<file path="src/rtl/code_verify_if.sv">
// Round-sequencer bus: controller/player inputs and round status outputs.
interface code_verify_if;
  logic       enable;
  logic       arm;
  logic [4:0] random;
  logic [4:0] sw;
  logic       btn_confirm;
  logic [4:0] code_show;
  logic       showing;
  logic       start;
  logic       startInput;
  logic [4:0] sec_left;
  logic [1:0] tries_left;
  logic       success;
  logic       fail;
  logic       round_done;

  modport master (
    output enable, arm, random, sw, btn_confirm,
    input  code_show, showing, start, startInput, sec_left, tries_left,
           success, fail, round_done
  );

  modport slave (
    input  enable, arm, random, sw, btn_confirm,
    output code_show, showing, start, startInput, sec_left, tries_left,
           success, fail, round_done
  );
endinterface

</file>
<file path="src/rtl/code_verify.sv">
// Round sequencer: shows the latched code, runs the timed entry window with
// limited tries, holds the win/lose face and pulses round_done at the end.
module code_verify #(
  parameter int unsigned TICK_DIV   = 1000,
  parameter int unsigned SHOW_SEC   = 3,
  parameter int unsigned LIMIT_SEC  = 20,
  parameter int unsigned MAX_TRIES  = 3,
  parameter int unsigned RESULT_SEC = 3
) (
  input logic         clk,
  input logic         rst_n,
  code_verify_if.slave bus
);

  localparam int unsigned PW = (TICK_DIV > 1) ? $clog2(TICK_DIV) : 1;
  localparam logic [PW-1:0] PRESC_MAX = PW'(TICK_DIV - 1);

  typedef enum logic [2:0] {IDLE, SHOW, INPUT, WIN, LOSE} state_t;

  state_t        state_q, state_d;
  logic [PW-1:0] presc_q, presc_d;
  logic [4:0]    sec_q, sec_d;
  logic [1:0]    tries_q, tries_d;
  logic [4:0]    code_q, code_d;
  logic          arm_q, arm_ok_q;
  logic [2:0]    sync_q;
  logic          confirm_q;

  logic [4:0]    code_show_q, code_show_d;
  logic          showing_q, showing_d;
  logic          start_q, start_d;
  logic          start_input_q, start_input_d;
  logic [4:0]    sec_left_q, sec_left_d;
  logic [1:0]    tries_left_q, tries_left_d;
  logic          success_q, success_d;
  logic          fail_q, fail_d;
  logic          round_done_q, round_done_d;

  logic tick, arm_edge, match;

  assign tick     = (presc_q == PRESC_MAX);
  // arm_ok_q masks the first cycle after reset so an arm level held across
  // reset is not mistaken for a fresh request.
  assign arm_edge = bus.enable & bus.arm & ~arm_q & arm_ok_q;
  assign match    = (bus.sw == code_q);

  always_comb begin
    state_d = state_q;
    presc_d = tick ? '0 : presc_q + PW'(1);
    sec_d   = sec_q;
    tries_d = tries_q;
    code_d  = code_q;

    unique case (state_q)
      IDLE: begin
        presc_d = '0;
        if (arm_edge) begin
          state_d = SHOW;
          code_d  = bus.random;
          sec_d   = 5'(SHOW_SEC);
        end
      end
      SHOW: begin
        if (tick) begin
          if (sec_q <= 5'd1) begin
            state_d = INPUT;
            sec_d   = 5'(LIMIT_SEC);
            tries_d = 2'(MAX_TRIES);
          end else begin
            sec_d = sec_q - 5'd1;
          end
        end
      end
      INPUT: begin
        // A wrong confirm does not swallow a coincident tick: both counters
        // step, and either running out ends the round.
        if (confirm_q && match) begin
          state_d = WIN;
          sec_d   = 5'(RESULT_SEC);
          tries_d = '0;
        end else begin
          if (confirm_q && tries_q != '0) tries_d = tries_q - 2'd1;
          if (tick && sec_q != '0)        sec_d   = sec_q - 5'd1;
          if ((confirm_q && tries_q <= 2'd1) || (tick && sec_q <= 5'd1)) begin
            state_d = LOSE;
            sec_d   = 5'(RESULT_SEC);
            tries_d = '0;
          end
        end
      end
      WIN, LOSE: begin
        if (tick) begin
          if (sec_q <= 5'd1) begin
            state_d = IDLE;
            sec_d   = '0;
          end else begin
            sec_d = sec_q - 5'd1;
          end
        end
      end
      default: state_d = IDLE;
    endcase

    if (state_d != state_q) presc_d = '0;

    if (!bus.enable) begin
      state_d = IDLE;
      presc_d = '0;
      sec_d   = '0;
      tries_d = '0;
      code_d  = '0;
    end

    code_show_d   = (state_d == SHOW)  ? code_d  : '0;
    showing_d     = (state_d == SHOW);
    start_d       = (state_d == INPUT);
    start_input_d = (state_d == INPUT);
    sec_left_d    = (state_d == INPUT) ? sec_d   : '0;
    tries_left_d  = (state_d == INPUT) ? tries_d : '0;
    success_d     = (state_d == WIN);
    fail_d        = (state_d == LOSE);
    // Registered one cycle ahead so the pulse sits on the last result cycle.
    round_done_d  = ((state_d == WIN) || (state_d == LOSE)) &&
                    (presc_d == PRESC_MAX) && (sec_d <= 5'd1);
  end

  always_ff @(posedge clk or negedge rst_n) begin
    if (!rst_n) begin
      state_q       <= IDLE;
      presc_q       <= '0;
      sec_q         <= '0;
      tries_q       <= '0;
      code_q        <= '0;
      arm_q         <= 1'b0;
      arm_ok_q      <= 1'b0;
      sync_q        <= '0;
      confirm_q     <= 1'b0;
      code_show_q   <= '0;
      showing_q     <= 1'b0;
      start_q       <= 1'b0;
      start_input_q <= 1'b0;
      sec_left_q    <= '0;
      tries_left_q  <= '0;
      success_q     <= 1'b0;
      fail_q        <= 1'b0;
      round_done_q  <= 1'b0;
    end else begin
      state_q       <= state_d;
      presc_q       <= presc_d;
      sec_q         <= sec_d;
      tries_q       <= tries_d;
      code_q        <= code_d;
      arm_q         <= bus.arm;
      arm_ok_q      <= 1'b1;
      sync_q        <= {sync_q[1:0], bus.btn_confirm};
      confirm_q     <= sync_q[1] & ~sync_q[2];
      code_show_q   <= code_show_d;
      showing_q     <= showing_d;
      start_q       <= start_d;
      start_input_q <= start_input_d;
      sec_left_q    <= sec_left_d;
      tries_left_q  <= tries_left_d;
      success_q     <= success_d;
      fail_q        <= fail_d;
      round_done_q  <= round_done_d;
    end
  end

  assign bus.code_show  = code_show_q;
  assign bus.showing    = showing_q;
  assign bus.start      = start_q;
  assign bus.startInput = start_input_q;
  assign bus.sec_left   = sec_left_q;
  assign bus.tries_left = tries_left_q;
  assign bus.success    = success_q;
  assign bus.fail       = fail_q;
  assign bus.round_done = round_done_q;

endmodule
</file>
<file path="src/flat_wrapper.sv">
// flat-port wrapper written by rule: the top's interface ports become plain ports
module code_verify_flat 
#(
  parameter int unsigned TICK_DIV   = 1000,
  parameter int unsigned SHOW_SEC   = 3,
  parameter int unsigned LIMIT_SEC  = 20,
  parameter int unsigned MAX_TRIES  = 3,
  parameter int unsigned RESULT_SEC = 3
)
  (clk, rst_n, bus_enable, bus_arm, bus_random, bus_sw, bus_btn_confirm, bus_code_show, bus_showing, bus_start, bus_startInput, bus_sec_left, bus_tries_left, bus_success, bus_fail, bus_round_done);
  code_verify_if bus_i ();
  input logic clk;
  input logic rst_n;
  input wire logic [$bits(bus_i.enable)-1:0] bus_enable;
  input wire logic [$bits(bus_i.arm)-1:0] bus_arm;
  input wire logic [$bits(bus_i.random)-1:0] bus_random;
  input wire logic [$bits(bus_i.sw)-1:0] bus_sw;
  input wire logic [$bits(bus_i.btn_confirm)-1:0] bus_btn_confirm;
  output wire logic [$bits(bus_i.code_show)-1:0] bus_code_show;
  output wire logic [$bits(bus_i.showing)-1:0] bus_showing;
  output wire logic [$bits(bus_i.start)-1:0] bus_start;
  output wire logic [$bits(bus_i.startInput)-1:0] bus_startInput;
  output wire logic [$bits(bus_i.sec_left)-1:0] bus_sec_left;
  output wire logic [$bits(bus_i.tries_left)-1:0] bus_tries_left;
  output wire logic [$bits(bus_i.success)-1:0] bus_success;
  output wire logic [$bits(bus_i.fail)-1:0] bus_fail;
  output wire logic [$bits(bus_i.round_done)-1:0] bus_round_done;
  assign bus_i.enable = bus_enable;
  assign bus_i.arm = bus_arm;
  assign bus_i.random = bus_random;
  assign bus_i.sw = bus_sw;
  assign bus_i.btn_confirm = bus_btn_confirm;
  assign bus_code_show = bus_i.code_show;
  assign bus_showing = bus_i.showing;
  assign bus_start = bus_i.start;
  assign bus_startInput = bus_i.startInput;
  assign bus_sec_left = bus_i.sec_left;
  assign bus_tries_left = bus_i.tries_left;
  assign bus_success = bus_i.success;
  assign bus_fail = bus_i.fail;
  assign bus_round_done = bus_i.round_done;
  code_verify #(.TICK_DIV(TICK_DIV), .SHOW_SEC(SHOW_SEC), .LIMIT_SEC(LIMIT_SEC), .MAX_TRIES(MAX_TRIES), .RESULT_SEC(RESULT_SEC)) u_core (.clk(clk), .rst_n(rst_n), .bus(bus_i));
endmodule
</file>
<file path="config.mk">
export PLATFORM = sky130hd
export DESIGN_NAME = code_verify_flat
export DESIGN_NICKNAME = d
export VERILOG_FILES = /design/src/rtl/code_verify_if.sv /design/src/rtl/code_verify.sv /design/src/flat_wrapper.sv
export SDC_FILE = /design/constraint.sdc
export NUM_CORES = 1
export LEC_CHECK = 0
export CELL_PAD_IN_SITES_DETAIL_PLACEMENT = 0
export CELL_PAD_IN_SITES_GLOBAL_PLACEMENT = 1
export CORE_MARGIN = 2
export CORE_UTILIZATION = 34
export DETAILED_ROUTE_END_ITERATION = 10
export MAX_ROUTING_LAYER = met4
export PLACE_DENSITY_LB_ADDON = 0.1
export SLEW_MARGIN = 5
export SYNTH_ARGS = -nofsm -noshare
export SYNTH_HDL_FRONTEND = slang
export SYNTH_SLANG_ARGS = --single-unit
</file>
<file path="constraint.sdc">
create_clock -name clk -period 2.7 [get_ports clk]
set_input_delay 0.405 -clock clk [delete_from_list [all_inputs] [get_ports clk]]
set_output_delay 0.405 -clock clk [all_outputs]
set_load 0.02 [all_outputs]
</file>
# Word-level counts from Yosys, hierarchy flattened
# Cells that the tools add are included.
# op_classes
add_sub_neg,3
order_cmp,3
n_eq_ne,12
n_mux,36
bitwise,6
reduce_logical,13
# op_table
operator,n
$mux 5,14
$mux 10,4
$mux 3,8
$eq 10x10->1 const B,2
$pmux 5 s4,1
$mux 2,7
$eq 3x2->1 const B,4
$pmux 3 s4,1
$add 10x1->10 const B,1
$le 5x1->1 const B,2
$logic_and 1x1->1,7
$eq 3x1->1 const B,2
$eq 3x3->1 const B,2
$eq 5x5->1,1
$reduce_bool 5->1,1
$sub 5x1->5 const B,1
$and 1x1->1,4
$pmux 2 s2,1
$logic_not 3->1,1
$ne 3x3->1,1
$le 2x1->1 const B,1
$logic_or 1x1->1,2
$not 1->1,2
$reduce_bool 2->1,1
2 further kinds,2
# word_totals
register_bits,48
output_inout_bits,18

# Logic depth before layout (Yosys ltp)
# logic_depth
word_depth,12
mapped_depth,10
mapped_depth_nobuf,9

# Worst setup path before layout
# Ideal clock, no wire load.
# synth_path
path_kind,register to register
startpoint,register u_core.presc_q[3]
endpoint,register u_core.code_show_q[0] (netlist: u_core.bus.code_show[0])
t_arrival_ns,2.406
slack_ns,0.213
path_stages_with_launch,9
path_buffers,2
synth_period_minus_slack_ns,2.487
cell_sequence,dfrtp_1 or3b_4 or3_1 buf_6 o221a_1 a211o_1 or3_1 buf_6 nor3_2
# synth_between
elab_chain_len,9
# synth_lines
element,line_no,source
from (decl),code_verify.sv:21,"logic [PW-1:0] presc_q, presc_d;"
from (signal assigned),code_verify.sv:149,presc_q <= presc_d;
$eq 10x10->1 *,code_verify.sv:41,assign tick = (presc_q == PRESC_MAX);
$logic_and 1x1->1,code_verify.sv:84,if ((confirm_q && tries_q <= 2'd1) || (tick && sec_q <= 5'd1)) begin
$logic_or 1x1->1,code_verify.sv:84,
$mux 3,code_verify.sv:84,
$mux 3,code_verify.sv:77,if (confirm_q && match) begin
$pmux 3 s4 *,code_verify.sv:54,unique case (state_q)
$mux 3 *,code_verify.sv:106,if (!bus.enable) begin
$eq 3x1->1 *,code_verify.sv:114,code_show_d = (state_d == SHOW) ? code_d : '0;
$mux 5 *,code_verify.sv:114,
net u_core.code_show_d[0],code_verify.sv:29,"logic [4:0] code_show_q, code_show_d;"
to (signal assigned),code_verify.sv:157,code_show_q <= code_show_d;
to (decl),code_verify.sv:29,
# Mark *: on every way through the listed nets, which the timed path passes. The rest lies on a longest branch.

# Final worst setup path
# layout_path
startpoint,register u_core.presc_q[3]
endpoint,register u_core.code_show_q[1] (netlist: u_core.bus.code_show[1])
# The elaborated chain is that of the path after synthesis.

==> flow_metrics.env <==
export IMPL_cts_tree="done"
export IMPL_ys_types=54
export IMPL_syn_to_final_growth_pct=31.4
export IMPL_cp_start_kind="flip-flop"
export IMPL_grt_busiest_layer="met2"
export IMPL_cts_clk_slew_worst_paths_ps=90
export IMPL_netlist_area_leader_share=0.487
export IMPL_outcome="finished clean"
export IMPL_antenna_found_initial=0
export IMPL_synth_area_leaders="dfrtp_1, nor2_1, xnor2_1"
export IMPL_routed_wirelength_mm=5.97
export IMPL_async_reset_ff_frac=1.00
export IMPL_drv_cap=0
export IMPL_holdWs_ps=188
export IMPL_port_buffers=32
export IMPL_cellPowerDensity_mw_per_mm2=419
export IMPL_drt_iter0_drc=147
export IMPL_ys_warn_count=0
export IMPL_placed_area_sq_mm=0.00305
export IMPL_dp_cells=395
export IMPL_num_io_pins=33
export IMPL_drive_gt1_frac=0.203
export IMPL_ys_ff_latch=48
export IMPL_insertedDiodeCount=0
export IMPL_met1_usage=0.247
export IMPL_skew_ps=6.62
export IMPL_synthesis_area_sq_mm=0.00246
export IMPL_place_gp_congestion=0.862
export IMPL_reg2reg_from="u_core.presc_q[3]"
export IMPL_die_h_um=89.1
export IMPL_cp_arrival_ps=2760
export IMPL_cp_required_ps=2920
export IMPL_die_area_sq_mm=0.00795
export IMPL_slew_violations=0
export IMPL_rows=31
export IMPL_grt_max_degree=49
export IMPL_yosysSeqAreaShare=0.487
export IMPL_fin_area_sq_mm=0.00324
export IMPL_synth_edf_count=0
export IMPL_crit_start="u_core.presc_q[3]"
export IMPL_dpl_worst_slack_ps=-187
export IMPL_finalWorstSetupSlack_ps=163
export IMPL_critPathMaxFanout=6
export IMPL_cts_root_buf="clkbuf_8"
export IMPL_drc=0
export IMPL_antenna_left=0
export IMPL_grt_pass1_wl_mm=10.2
export IMPL_stdcell_count=404
export IMPL_fin_crit_sh=0.940
export IMPL_wl_per_cell_um=14.8
export IMPL_via_count=1999
export IMPL_numCtsBuffers=5
export IMPL_end_kind="flip-flop"
export IMPL_place_hpwl_mm=4.52
export IMPL_initial_core_util=0.345
export IMPL_clk_latency_ps=290
export IMPL_setup_violations=0
export IMPL_fin_crit_ps=2540
export IMPL_leakagePower_nw=1.43
export IMPL_core_sq_mm=0.00714
export IMPL_tightest_slew_ps=609
export IMPL_hold_class="primary input to async pin"
export IMPL_finalHoldViolCount=0
export IMPL_overflow=0
export IMPL_first_pass_iters=4
export IMPL_ys_flop_type="dfrtp_1"
export IMPL_dieWidth_um=89.1
export IMPL_drt_vias_per_instance=4.95
export IMPL_htree_levels=2
export IMPL_peakVddDrop_v=0.000297
export IMPL_clock_sinks=48
export IMPL_grt_use_met3=0.0332
export IMPL_fmax_ghz=0.394
export IMPL_grtUsageTotal=0.174
export IMPL_num_fill_cells=716
export IMPL_critPathKind="flip-flop to flip-flop"
export IMPL_finish_net_count=325
export IMPL_synth_nets=268
export IMPL_syn_area_per_cell_sq_um=9.98
export IMPL_synth_cells=247
export IMPL_rsz0062_at_grt="yes"
export IMPL_synth_area_leader_cell="dfrtp_1"
export IMPL_grt_pass1_vias=1968
export IMPL_groute_layer_met2_usage=0.257
export IMPL_relSlewSlack=0.593
export IMPL_cts_buffer_depth=2
Yosys cell counts, types with 3 or more instances:
| cell type | n |
|---|---|
| ha_1 | 6 |
| nor2_1 | 30 |
| mux2i_1 | 5 |
| or3_1 | 4 |
| nand3_1 | 7 |
| a211oi_1 | 5 |
| xor2_1 | 5 |
| o21a_1 | 4 |
| and3_1 | 5 |
| a31oi_1 | 3 |
| nor3_2 | 5 |
| o21ai_0 | 12 |
| nand2_1 | 11 |
| a21oi_1 | 5 |
| nor3b_1 | 3 |
| nor2b_1 | 7 |
| dfrtp_1 | 48 |
| and2_1 | 3 |
| xnor2_1 | 9 |
| inv_1 | 12 |
| nor3_1 | 11 |
| nand2b_1 | 3 |
| clkbuf_1 | 5 |
placed cells by master, fill, tap and decap left out, types with 2 or more instances in the layout:
| cell type | instances |
|---|---|
| a211oi_1 | 4 |
| nand3_1 | 7 |
| buf_4 | 29 |
| a21oi_1 | 4 |
| xnor2_1 | 9 |
| nor2b_1 | 7 |
| nor3b_1 | 3 |
| inv_1 | 12 |
| nor3_1 | 10 |
| a211o_1 | 2 |
| o21ai_0 | 10 |
| nand4_1 | 2 |
| clkbuf_8 | 5 |
| clkdlybuf4s50_1 | 31 |
| ha_1 | 6 |
| nand2_1 | 11 |
| and2_2 | 2 |
| mux2i_1 | 5 |
| o21ai_1 | 3 |
| nor3_2 | 6 |
| and3_2 | 2 |
| o21a_1 | 4 |
| or3_1 | 3 |
| xor2_1 | 5 |
| a31oi_1 | 3 |
| o31ai_2 | 3 |
| nor2_1 | 30 |
| and2_1 | 2 |
| nand2b_1 | 3 |
| dfrtp_1 | 48 |
| and3_1 | 5 |
cells by family after synthesis:
logic type,after synthesis,synth area share
other cells,1,0.00152
fa+ha+maj,6,0.0305
flops,48,0.487
compound gates,45,0.125
xor+xnor,14,0.0497
mux,6,0.0249
buf+inv,23,0.0452
simple gates,104,0.236
repair_timing:
| item | 4_1_cts | 5_1_grt |
|---|---|---|
| pin swaps | 0 | 1 |
| buffers inserted | 0 | 1 |
| hold buffers | 0 | 0 |
| gates resized for setup | 2 | 14 |
| setup endpoints to repair | 1 | 6 |
cell type report:
class	instances	area (sq um)	area share
sequential	48	1200	0.371
inverter	12	45.0	0.0139
clock inverter	3	42.5	0.0131
multi-input combinational	176	1220	0.378
clock buffer	5	68.8	0.0212
tap	99	124	0.0382
timing repair buffer	61	533	0.165
path summary, 6_finish.rpt:
check	end	slack, ps	cells past startpoint
worst max register to register	u_core.bus.code_show[1]	160	7
max in group asynchronous	u_core.sec_q[0]	2090	2
worst min-delay path	u_core.code_q[2]	190	2
worst min register to register	u_core.sync_q[1]	360	0
min in group clk	u_core.sync_q[1]	360	0
worst max-delay path	u_core.bus.code_show[1]	160	7
per-layer routing:
metal / wire (um) / vias up / share of wire
li1: - / 982 / -
met1: 2880 / 978 / 0.48
met2: 2810 / 35 / 0.47
met3: 217 / 4 / 0.036
met4: 58 / 0 / 0.0097
met5: 0 / - / 0
report_power, final:
part	switching, mW	leakage [nW]	internal [mW]
Clock	0.237	0.0541	0.274
Combinational	0.0640	0.718	0.0500
Sequential	0.00583	0.657	0.727
worst max-delay path: stages (launching register included):
cell and delay (ps):
dfrtp_1 390, or3b_4 410, or3_1 370, o221a_1 280
a211o_1 280, buf_4 140, or3_4 420, nor3_2 170
through the flow:
stage	utilization	power [mW]	setup TNS [ps]
floorplan	-	0.797	0
global placement	0.427	0.859	-165
detailed placement	0.427	0.858	-187
CTS	0.444	1.38	0
global route	0.454	1.44	0
finish	0.454	1.36	0
registers in the layout, summed over array words and instances, names as in the netlist, 2 cells and up:
signal and cells:
u_core.tries_q 2, u_core.state_q 3, u_core.sync_q 3, u_core.bus.code_show 5, u_core.code_q 5, u_core.bus.tries_left 2, u_core.bus.sec_left 5, u_core.presc_q 10
u_core.sec_q 5
Power figures use the tool's default switching activity.
